$ cat config.mk
export PLATFORM = sky130hd
export DESIGN_NAME = joy_db15_cond
export DESIGN_NICKNAME = d
export VERILOG_FILES = /design/src/rtl/joy_pkg.sv /design/src/rtl/joy_debounce.sv /design/src/rtl/joy_db15_cond.sv
export SDC_FILE = /design/constraint.sdc
export NUM_CORES = 1
export LEC_CHECK = 0
export ABC_AREA = 1
export BUFFER_PORTS_ARGS = -buffer_cell sky130_fd_sc_hd__buf_2
export CORE_ASPECT_RATIO = 0.6
export CORE_MARGIN = 3
export CORE_UTILIZATION = 35
export DETAILED_ROUTE_END_ITERATION = 12
export GPL_TIMING_DRIVEN = 0
export HOLD_SLACK_MARGIN = 0.1
export PLACE_DENSITY_LB_ADDON = 0.3
export RECOVER_POWER = 50
export SETUP_SLACK_MARGIN = 0.4
export SLEW_MARGIN = 20
export SYNTH_ARGS = -nofsm -noshare
export SYNTH_HDL_FRONTEND = slang
export SYNTH_SLANG_ARGS = --single-unit
$ cat constraint.sdc
create_clock -name clk -period 3.95 [get_ports clk]
set_input_delay 0.395 -clock clk [delete_from_list [all_inputs] [get_ports clk]]
set_output_delay 0.395 -clock clk [all_outputs]
set_load 0.005 [all_outputs]
$ cat src/rtl/joy_pkg.sv
// joy_pkg: shared definitions for the joystick conditioning path.
//   - Bit positions of the 16-bit active-high joystick vector.
//   - SOCD "last pressed" encoding and the helpers that update and apply it.
//   - Packing of a joystick vector into the Neo Geo controller byte order.
package joy_pkg;

  localparam int JB_RIGHT  = 0;
  localparam int JB_LEFT   = 1;
  localparam int JB_DOWN   = 2;
  localparam int JB_UP     = 3;
  localparam int JB_A      = 4;
  localparam int JB_B      = 5;
  localparam int JB_C      = 6;
  localparam int JB_D      = 7;
  localparam int JB_E      = 8;
  localparam int JB_F      = 9;
  localparam int JB_START  = 10;
  localparam int JB_SELECT = 11;

  // Number of meaningful bits in a joystick vector (15:12 are unused).
  localparam int JOY_W = 12;

  // Per-axis record of the direction that was pressed most recently.
  // NEG = Left / Down, POS = Right / Up.
  typedef enum logic [1:0] {
    LAST_NONE = 2'd0,
    LAST_NEG  = 2'd1,
    LAST_POS  = 2'd2
  } socd_last_e;

  // Update of the per-axis "last" record from the rising edges of the
  // debounced direction bits. A simultaneous rise is ambiguous -> NONE.
  function automatic socd_last_e socd_last_next(input socd_last_e cur,
                                                input logic       neg_rise,
                                                input logic       pos_rise);
    socd_last_e nxt;
    nxt = cur;
    if (neg_rise && pos_rise) nxt = LAST_NONE;
    else if (pos_rise)        nxt = LAST_POS;
    else if (neg_rise)        nxt = LAST_NEG;
    return nxt;
  endfunction

  // Resolve one axis. Returns {neg, pos}.
  // mode 0: both held -> neutral. mode 1: both held -> last wins (NONE -> neutral).
  function automatic logic [1:0] socd_resolve(input logic       mode,
                                              input socd_last_e last,
                                              input logic       neg,
                                              input logic       pos);
    logic [1:0] res;
    res = {neg, pos};
    if (neg && pos) begin
      if (!mode)                res = 2'b00;
      else if (last == LAST_POS) res = 2'b01;
      else if (last == LAST_NEG) res = 2'b10;
      else                      res = 2'b00;
    end
    return res;
  endfunction

  // Neo Geo byte order (active-high here, inverted by the caller):
  // bit0 Up, 1 Down, 2 Left, 3 Right, 4 A, 5 B, 6 C, 7 D.
  function automatic logic [7:0] neo_pack(input logic [JOY_W-1:0] j);
    return {j[JB_D], j[JB_C], j[JB_B], j[JB_A],
            j[JB_RIGHT], j[JB_LEFT], j[JB_DOWN], j[JB_UP]};
  endfunction

endpackage

$ cat src/rtl/joy_debounce.sv
// joy_debounce: 2-flop synchronizer followed by a whole-vector debouncer.
// The vector is accepted into "stable" only after the synchronized value has
// stayed unchanged for STABLE_CYCLES consecutive clk cycles.
// Ports:
//   clk     in  system clock
//   reset   in  synchronous, active-high
//   din     in  WIDTH  raw vector, asynchronous to clk
//   stable  out WIDTH  debounced vector
module joy_debounce
  import joy_pkg::*;
#(
  parameter int WIDTH         = JOY_W,
  parameter int STABLE_CYCLES = 1024
) (
  input  logic             clk,
  input  logic             reset,
  input  logic [WIDTH-1:0] din,
  output logic [WIDTH-1:0] stable
);

  localparam int CW = $clog2(STABLE_CYCLES);
  localparam logic [CW-1:0] CNT_MAX = CW'(STABLE_CYCLES - 1);

  logic [WIDTH-1:0] s1;
  logic [WIDTH-1:0] s2;
  logic [WIDTH-1:0] prev;
  logic [CW-1:0]    cnt;

  always_ff @(posedge clk) begin
    if (reset) begin
      s1     <= '0;
      s2     <= '0;
      prev   <= '0;
      cnt    <= '0;
      stable <= '0;
    end else begin
      s1   <= din;
      s2   <= s1;
      prev <= s2;
      if (s2 != prev) begin
        cnt <= '0;
      end else if (cnt == CNT_MAX) begin
        // Counter saturates here; it never wraps.
        stable <= s2;
      end else begin
        cnt <= cnt + 1'b1;
      end
    end
  end

endmodule

$ cat src/rtl/joy_db15_cond.sv
// joy_db15_cond: conditions the two DB15 joystick vectors for the core.
//   sync + debounce (joy_debounce x2) -> SOCD resolution -> autofire ->
//   registered outputs (active-high vectors and active-low Neo Geo fields).
// Ports:
//   clk, reset            system clock, synchronous active-high reset
//   joy1_in, joy2_in      16-bit active-high raw vectors (async to clk)
//   socd_mode             0 = neutral, 1 = last-input-wins
//   af_mask1, af_mask2    autofire enables for A..D (bit0 = A)
//   joy1_out, joy2_out    cleaned vectors, bits 15:12 forced to 0
//   neo_p1_n, neo_p2_n    active-low Up,Down,Left,Right,A,B,C,D
//   neo_start_n           active-low Start, bit0 = P1
//   neo_select_n          active-low Select, bit0 = P1
//   change                one-cycle pulse when either cleaned vector changes
module joy_db15_cond
  import joy_pkg::*;
#(
  parameter int STABLE_CYCLES  = 1024,
  parameter int AF_HALF_PERIOD = 400000
) (
  input  logic        clk,
  input  logic        reset,
  input  logic [15:0] joy1_in,
  input  logic [15:0] joy2_in,
  input  logic        socd_mode,
  input  logic [3:0]  af_mask1,
  input  logic [3:0]  af_mask2,
  output logic [15:0] joy1_out,
  output logic [15:0] joy2_out,
  output logic [7:0]  neo_p1_n,
  output logic [7:0]  neo_p2_n,
  output logic [1:0]  neo_start_n,
  output logic [1:0]  neo_select_n,
  output logic        change
);

  localparam int AW = $clog2(AF_HALF_PERIOD);
  localparam logic [AW-1:0] AF_MAX = AW'(AF_HALF_PERIOD - 1);

  // Upper nibbles carry nothing downstream.
  logic unused_hi;
  assign unused_hi = ^{joy1_in[15:12], joy2_in[15:12]};

  logic [JOY_W-1:0] stab     [2];
  logic [JOY_W-1:0] stab_q   [2];
  logic [JOY_W-1:0] rise     [2];
  logic [JOY_W-1:0] clean    [2];
  logic [3:0]       af_mask  [2];
  socd_last_e       last_h     [2];
  socd_last_e       last_v     [2];
  socd_last_e       last_h_nxt [2];
  socd_last_e       last_v_nxt [2];

  logic [AW-1:0] af_cnt;
  logic          af_phase;

  joy_debounce #(.WIDTH(JOY_W), .STABLE_CYCLES(STABLE_CYCLES)) u_deb1 (
    .clk    (clk),
    .reset  (reset),
    .din    (joy1_in[JOY_W-1:0]),
    .stable (stab[0])
  );

  joy_debounce #(.WIDTH(JOY_W), .STABLE_CYCLES(STABLE_CYCLES)) u_deb2 (
    .clk    (clk),
    .reset  (reset),
    .din    (joy2_in[JOY_W-1:0]),
    .stable (stab[1])
  );

  assign af_mask[0] = af_mask1;
  assign af_mask[1] = af_mask2;
  assign rise[0]    = stab[0] & ~stab_q[0];
  assign rise[1]    = stab[1] & ~stab_q[1];

  // SOCD and autofire. The "last" update is used in the same cycle as the
  // rising edge so that resolution adds no latency after "stable".
  always_comb begin
    for (int p = 0; p < 2; p++) begin
      last_h_nxt[p] = socd_last_next(last_h[p], rise[p][JB_LEFT], rise[p][JB_RIGHT]);
      last_v_nxt[p] = socd_last_next(last_v[p], rise[p][JB_DOWN], rise[p][JB_UP]);
      clean[p] = stab[p];
      {clean[p][JB_LEFT], clean[p][JB_RIGHT]} =
        socd_resolve(socd_mode, last_h_nxt[p], stab[p][JB_LEFT], stab[p][JB_RIGHT]);
      {clean[p][JB_DOWN], clean[p][JB_UP]} =
        socd_resolve(socd_mode, last_v_nxt[p], stab[p][JB_DOWN], stab[p][JB_UP]);
      for (int i = 0; i < 4; i++) begin
        if (af_mask[p][i]) clean[p][JB_A+i] = stab[p][JB_A+i] & af_phase;
      end
    end
  end

  always_ff @(posedge clk) begin
    if (reset) begin
      for (int p = 0; p < 2; p++) begin
        stab_q[p] <= '0;
        last_h[p] <= LAST_NONE;
        last_v[p] <= LAST_NONE;
      end
    end else begin
      for (int p = 0; p < 2; p++) begin
        stab_q[p] <= stab[p];
        last_h[p] <= last_h_nxt[p];
        last_v[p] <= last_v_nxt[p];
      end
    end
  end

  // Free-running autofire phase shared by both players.
  always_ff @(posedge clk) begin
    if (reset) begin
      af_cnt   <= '0;
      af_phase <= 1'b0;
    end else if (af_cnt == AF_MAX) begin
      af_cnt   <= '0;
      af_phase <= ~af_phase;
    end else begin
      af_cnt <= af_cnt + 1'b1;
    end
  end

  logic [15:0] joy1_nxt;
  logic [15:0] joy2_nxt;
  assign joy1_nxt = {4'b0000, clean[0]};
  assign joy2_nxt = {4'b0000, clean[1]};

  always_ff @(posedge clk) begin
    if (reset) begin
      joy1_out     <= 16'h0000;
      joy2_out     <= 16'h0000;
      neo_p1_n     <= 8'hFF;
      neo_p2_n     <= 8'hFF;
      neo_start_n  <= 2'b11;
      neo_select_n <= 2'b11;
      change       <= 1'b0;
    end else begin
      joy1_out     <= joy1_nxt;
      joy2_out     <= joy2_nxt;
      neo_p1_n     <= ~neo_pack(clean[0]);
      neo_p2_n     <= ~neo_pack(clean[1]);
      neo_start_n  <= ~{clean[1][JB_START], clean[0][JB_START]};
      neo_select_n <= ~{clean[1][JB_SELECT], clean[0][JB_SELECT]};
      change       <= ({joy1_nxt, joy2_nxt} != {joy1_out, joy2_out});
    end
  end

endmodule

**After elaboration in Yosys (flattened, before gate mapping)**

Memory sizes are Yosys's and may differ from the RTL's.
Index checks and enable logic that the tools add are counted.

- Flip-flop bits (word level): 189
- Latch bits: 0
- RAM bits: 32
- Memory bits (read-only): 0
- Memories: 3

- Add/sub/neg operators: 3
- Multiply operators: 0
- Div/mod/pow operators: 0
- Magnitude comparators: 0
- Equal/unequal tests: 14
- Shift-type cells: 0
- Muxes and demuxes: 45
- Bitwise logic cells: 25
- Reduce and logical (&&, ||, !) cells: 13

Memory list:

| memory | words | bits a word | rd ports | clocked after Yosys merged registers in | write ports | RTL line | text |
|---|---|---|---|---|---|---|---|
| stab_q | 2 | 12 | 2 | 0 | 2 | joy_db15_cond.sv:44 | `logic [JOY_W-1:0] stab_q [2];` |
| last_h | 2 | 2 | 2 | 0 | 2 | joy_db15_cond.sv:48 | `socd_last_e last_h [2];` |
| last_v | 2 | 2 | 2 | 0 | 2 | joy_db15_cond.sv:49 | `socd_last_e last_v [2];` |

Operators by type and width:

| kind | count |
|---|---|
| $mux W2 | 32 |
| $ne A28 B32 Y1 | 1 |
| $mux W12 | 2 |
| $ne A12 B12 Y1 | 2 |
| $add A10 B1 Y10 const B | 2 |
| $eq A10 B10 Y1 const B | 2 |
| $add A19 B1 Y19 const B | 1 |
| $eq A19 B19 Y1 const B | 1 |
| $not A8 Y8 | 2 |
| $mux W1 | 11 |
| $and A1 B1 Y1 | 8 |
| $and A4 B4 Y4 | 2 |
| $eq A2 B1 Y1 const B | 4 |
| $eq A2 B2 Y1 const B | 4 |
| $logic_and A1 B1 Y1 | 8 |
| $not A4 Y4 | 2 |
| $or A1 B1 Y1 | 6 |
| $reduce_or A2 Y1 | 3 |
| $not A2 Y2 | 2 |
| $reduce_and A2 Y1 | 2 |
| $not A1 Y1 | 3 |

**Logic depth before layout (Yosys ltp)**

An unclocked memory read counts as a cell.

- Depth in word-level cells: 12
- Mapped depth: 14
- Depth with buffers taken out: 14

**Hierarchy**

From an unflattened synthesis, not the netlist that was laid out.

- Cell total of the unflattened synthesis: 1088
- Area, all modules: 7961.4 um2

By module, submodules not included:

| module | instances | cells an instance | area each (um2) | sequential area each (um2) |
|---|---|---|---|---|
| joy_debounce | 2 | 314 | 2309.7 | 1161.1 |
| joy_db15_cond | 1 | 460 | 3342.0 | 1621.6 |

**Worst setup path after synthesis**

Ideal clock, no wire load.

- Path type: reg2reg
- From: register u_deb1.cnt[0]
- To: register u_deb1.stable[4]
- Setup time: 113 ps
- Arrival: 1457 ps
- Required time: 3837 ps
- Slack: 2380 ps
- Stages on the path, launching flop included: 12
- Path buffers: 1
- Clock period less this slack: 1570 ps
- Cells stage by stage: dfxtp_1 ha_1 nand3_2 nor2_4 nand2_2 nor2_1 nand2_1 inv_2 nand3_4 buf_6 o21ai_1 nor2_1

- Cells in the longest elaborated chain, start to end: 2

RTL lines:

| item | RTL line | text |
|---|---|---|
| start, declared | joy_debounce.sv:27 | `logic [CW-1:0] cnt;` |
| start signal, assigned | joy_debounce.sv:46 | `cnt <= cnt + 1'b1;` |
| $eq A10 B10 Y1 | joy_debounce.sv:42 | `end else if (cnt == CNT_MAX) begin` |
| $reduce_and A2 Y1 (no source line) | n/a |  |
| end signal, assigned | joy_debounce.sv:35 | `stable <= '0;` |
| end signal, assigned | joy_debounce.sv:44 | `stable <= s2;` |
| end, declared | joy_debounce.sv:18 | `output logic [WIDTH-1:0] stable` |

Every way passes these cells.
A chain may end at the register's enable or synchronous reset.

**Final worst setup path**

- From: register af_phase
- To: register change

- Cells in the longest elaborated chain, start to end: 3
- Elaborated cells on any way between the ends: 17
- Those cells by class: 1 x eq/ne; 8 x mux; 8 x bitwise

RTL lines:

| item | RTL line | text |
|---|---|---|
| start, declared | joy_db15_cond.sv:54 | `logic af_phase;` |
| start signal, assigned | joy_db15_cond.sv:115 | `af_phase <= ~af_phase;` |
| $and A1 B1 Y1 | joy_db15_cond.sv:87 | `if (af_mask[p][i]) clean[p][JB_A+i] = stab[p][JB_A+i] & af_phase;` |
| $mux W1 | joy_db15_cond.sv:87 |  |
| $ne A28 B32 Y1 (*) | joy_db15_cond.sv:142 | `change <= ({joy1_nxt, joy2_nxt} != {joy1_out, joy2_out});` |
| end signal, assigned | joy_db15_cond.sv:142 |  |
| end, declared | joy_db15_cond.sv:33 | `output logic change` |

Mark *: on every way between the ends. The rest lies on a longest branch, timed or not.

==> flow_summary.ini <==
[timing]
post-route-period-util_pct = 47.4
fin_worst_skew_ps = 12.5
period_needed_ps = 1870
tightest_slew_ps = 690
slew_viol_final = 0
slew_headroom_pct = 54.0
rsz0062_at_grt = no
fmax_mhz = 534
hold_viol = 0
totalNegativeSetupSlack_ps = 0
setup_ws_ps = 2080
setup_violations = 0

[worst_setup_path]
cp_cell_sequence = clkinv_1 > nand2_1 > nand2_1 > nand2_1 > nand2_1 > nor2_1 > nand3_1 > nor2_1 > nand2_1 > nor2_1 > nand3_1 > nor2_1 > nor2_1
crit_type = flop to flop
cp_top_family = simple AND/OR/NAND/NOR gates
timing.rr.start = af_phase
cp-end-kind = flop
setup.worst_path.start = af_phase
required_ps = 4260
cpPeakStageDelay_ps = 310
worstPathArrival_ps = 2180
crit_path_start_kind = flop
crit_buf_inv = 1
critPathSlowestCell = dfxtp_1
crit_fanout = 10

[yosys]
syn-cell-area_um2 = 7410
ys_ff_latch = 197
yosysWarnings = 0
seq_area_frac_synth_pct = 53.2
yosysUniqueCellTypes = 43
avgSynthCellArea_um2 = 7.92
netlist_instances = 936

[cells_and_area]
fill_cells = 2082
drive_gt1_share_pct = 13.0
ff_latch_area_um2 = 3940
layout_commonest_cell = dfxtp_1
mostFrequentLayoutCells = dfxtp_1 (197), nor2_1 (176), inv_1 (170)
fin_util_pct = 42.6
insertedDiodeCount = 0
area_growth_pct = 17.1
nets = 1085
multi_input_area_um2 = 2630
final_area_um2 = 8680

[global_route]
grt-busiest-layer = met1
overflow = 0
grt.total_usage_pct = 14.1
antenna_found_initial = 0
use_met3_pct = 3.79
grt_pass1_vias = 5009
grt_pass1_wl_um = 25900
met2_usage_pct = 18.9
grt_max_degree = 17
use_met1_pct = 21.9

[die]
start_util_pct = 36.4
io-pin-count = 96
die_area_um2 = 23000
die_w_um = 194
num_rows = 40
die_h_um = 119
coreArea_um2 = 20400

[worst_hold_path]
hp-class = input port to flop
min_from = joy1_in[1]

[routing]
vias = 5518
drt_first_iter_violations = 274
post_drt_wl_per_cell_um = 11.9
drtAntennaViolNets = 0
vias_per_cell = 4.17
routed_wl_um = 15800
drt_first_pass_iters = 5
drc = 0

[place]
portBuffers = 77
globalplace.congestion = 0.797
post-dp-hpwl_um = 11900
place_area_um2 = 8170
place_ws_ps = 2010

[clock_network]
cts.sinks = 197
cts_tree = built
postCtsSetupBuffers = 0
ctsResizeCount = 0
h-tree-depth = 4
cts-root-buf = clkbuf_16
ctsLongestPathBuffers = 2
postCtsHoldBufs = 0
clock_latency_ps = 440
numCtsBuffers = 17
clkTransAtPathRegs_ps = 70

[power]
internal-power_mw = 2.94
switching_power_uw = 873
combPwrFrac_pct = 3.8
irDropWorstVdd_uv = 311
switching_share_pct = 22.9
p_leak_nw = 3.74
clockPowerShare_pct = 42.7
power_density_nw_per_um2 = 439
p_seq_share_pct = 53.5

[flow_run]
maxCapViolCount = 0

[status]
status = completed
-- cells in the mapped netlist, drive strengths merged --
library cell | n | area (um2)
inv | 172 | 646
xnor2 | 16 | 140
nand3 | 30 | 178
nand3b | 9 | 67.6
buf | 24 | 165
clkinv | 2 | 8.75
o22ai | 2 | 12.5
a211oi | 2 | 15.0
or2 | 6 | 37.5
xor2 | 17 | 149
a21o | 1 | 7.51
nor4 | 4 | 55.1
a31oi | 2 | 12.5
nand2 | 142 | 556
nor2 | 182 | 718
nand4 | 12 | 81.3
nor3 | 29 | 155
ha | 3 | 37.5
clkbuf | 13 | 48.8
a22oi | 2 | 15.0
a21oi | 36 | 180
o21a | 1 | 7.51
nor3b | 5 | 42.5
o21ai | 26 | 130
conb | 1 | 3.75
dfxtp | 197 | 3940
-- final timing paths --
path | slack [ps] | cells past startpoint | to
setup / recovery | 2080 | 13 | change
hold / removal | 160 | 3 | u_deb1.s1[1]
setup reg to reg | 2080 | 13 | change
hold reg to reg | 400 | 2 | u_deb2.s2[10]
-- routing by layer --
layer  vias up  wire (um)
met5         -          0
met4         0        182
met3        14        808
met2       112       5750
met1      2359       9020
li1       3033          -
-- worst reg2reg max path, cell delays in order, from the launching register on --
cell and delay (ps):
dfxtp_1 310, clkinv_1 250, nand2_1 190, nand2_1 90, nand2_1 70, nand2_1 70, nor2_1 100, nand3_1 100
nor2_1 210, nand2_1 70, nor2_1 90, nand3_1 70, nor2_1 90, nor2_1 40
-- power by group through the flow --
| stage | clock network (mW) | logic (mW) | registers [mW] |
|---|---|---|---|
| 6_report | 1.63 | 0.145 | 2.04 |
| 5_1_grt | 1.75 | 0.167 | 2.04 |
| 4_1_cts | 1.67 | 0.147 | 2.04 |
| 3_5_place_dp | 0 | 0.146 | 2.08 |
| 3_3_place_gp | 0 | 0.144 | 2.08 |
| 2_1_floorplan | 0 | 0.0993 | 2.08 |
-- sequential cells by signal, summed over array words and instances (netlist names), 4 cells and up --
name	count
u_deb2.s2	12
neo_p2_n	8
af_cnt	19
neo_p1_n	8
u_deb1.s2	12
u_deb2.prev	12
u_deb1.stable	12
u_deb2.s1	12
joy2_out	12
u_deb1.cnt	10
last_h	4
last_v	4
u_deb2.stable	12
joy1_out	11
u_deb2.cnt	10
u_deb1.s1	12
stab_q	9
u_deb1.prev	12
-- cell type report --
| type | count | share of cell area (%) |
|---|---|---|
| Clock buffer | 19 | 4.99 |
| Multi-Input combinational cell | 535 | 30.3 |
| Tap cell | 273 | 3.94 |
| Sequential cell | 197 | 45.4 |
| Buffer | 37 | 2.45 |
| Clock inverter | 12 | 1.23 |
| Timing Repair Buffer | 77 | 4.15 |
| Inverter | 174 | 7.54 |
-- cell families after synthesis --
logic type	synth area share [%]
compound gates	5.13
other cells	0.0506
simple gates	25.5
xor+xnor	3.90
buf+inv	11.7
fa+ha+maj	0.506
flops	53.2
-- metrics by stage --
step	instances	power (mW)	hold slack, ps
after floorplan	943	2.18	388
after global placement	1293	2.23	393
after detailed placement	1293	2.23	393
after CTS	1324	3.86	141
after global routing	1324	3.96	146
final	1324	3.81	161
No activity file was read; power rests on OpenSTA's default activity.
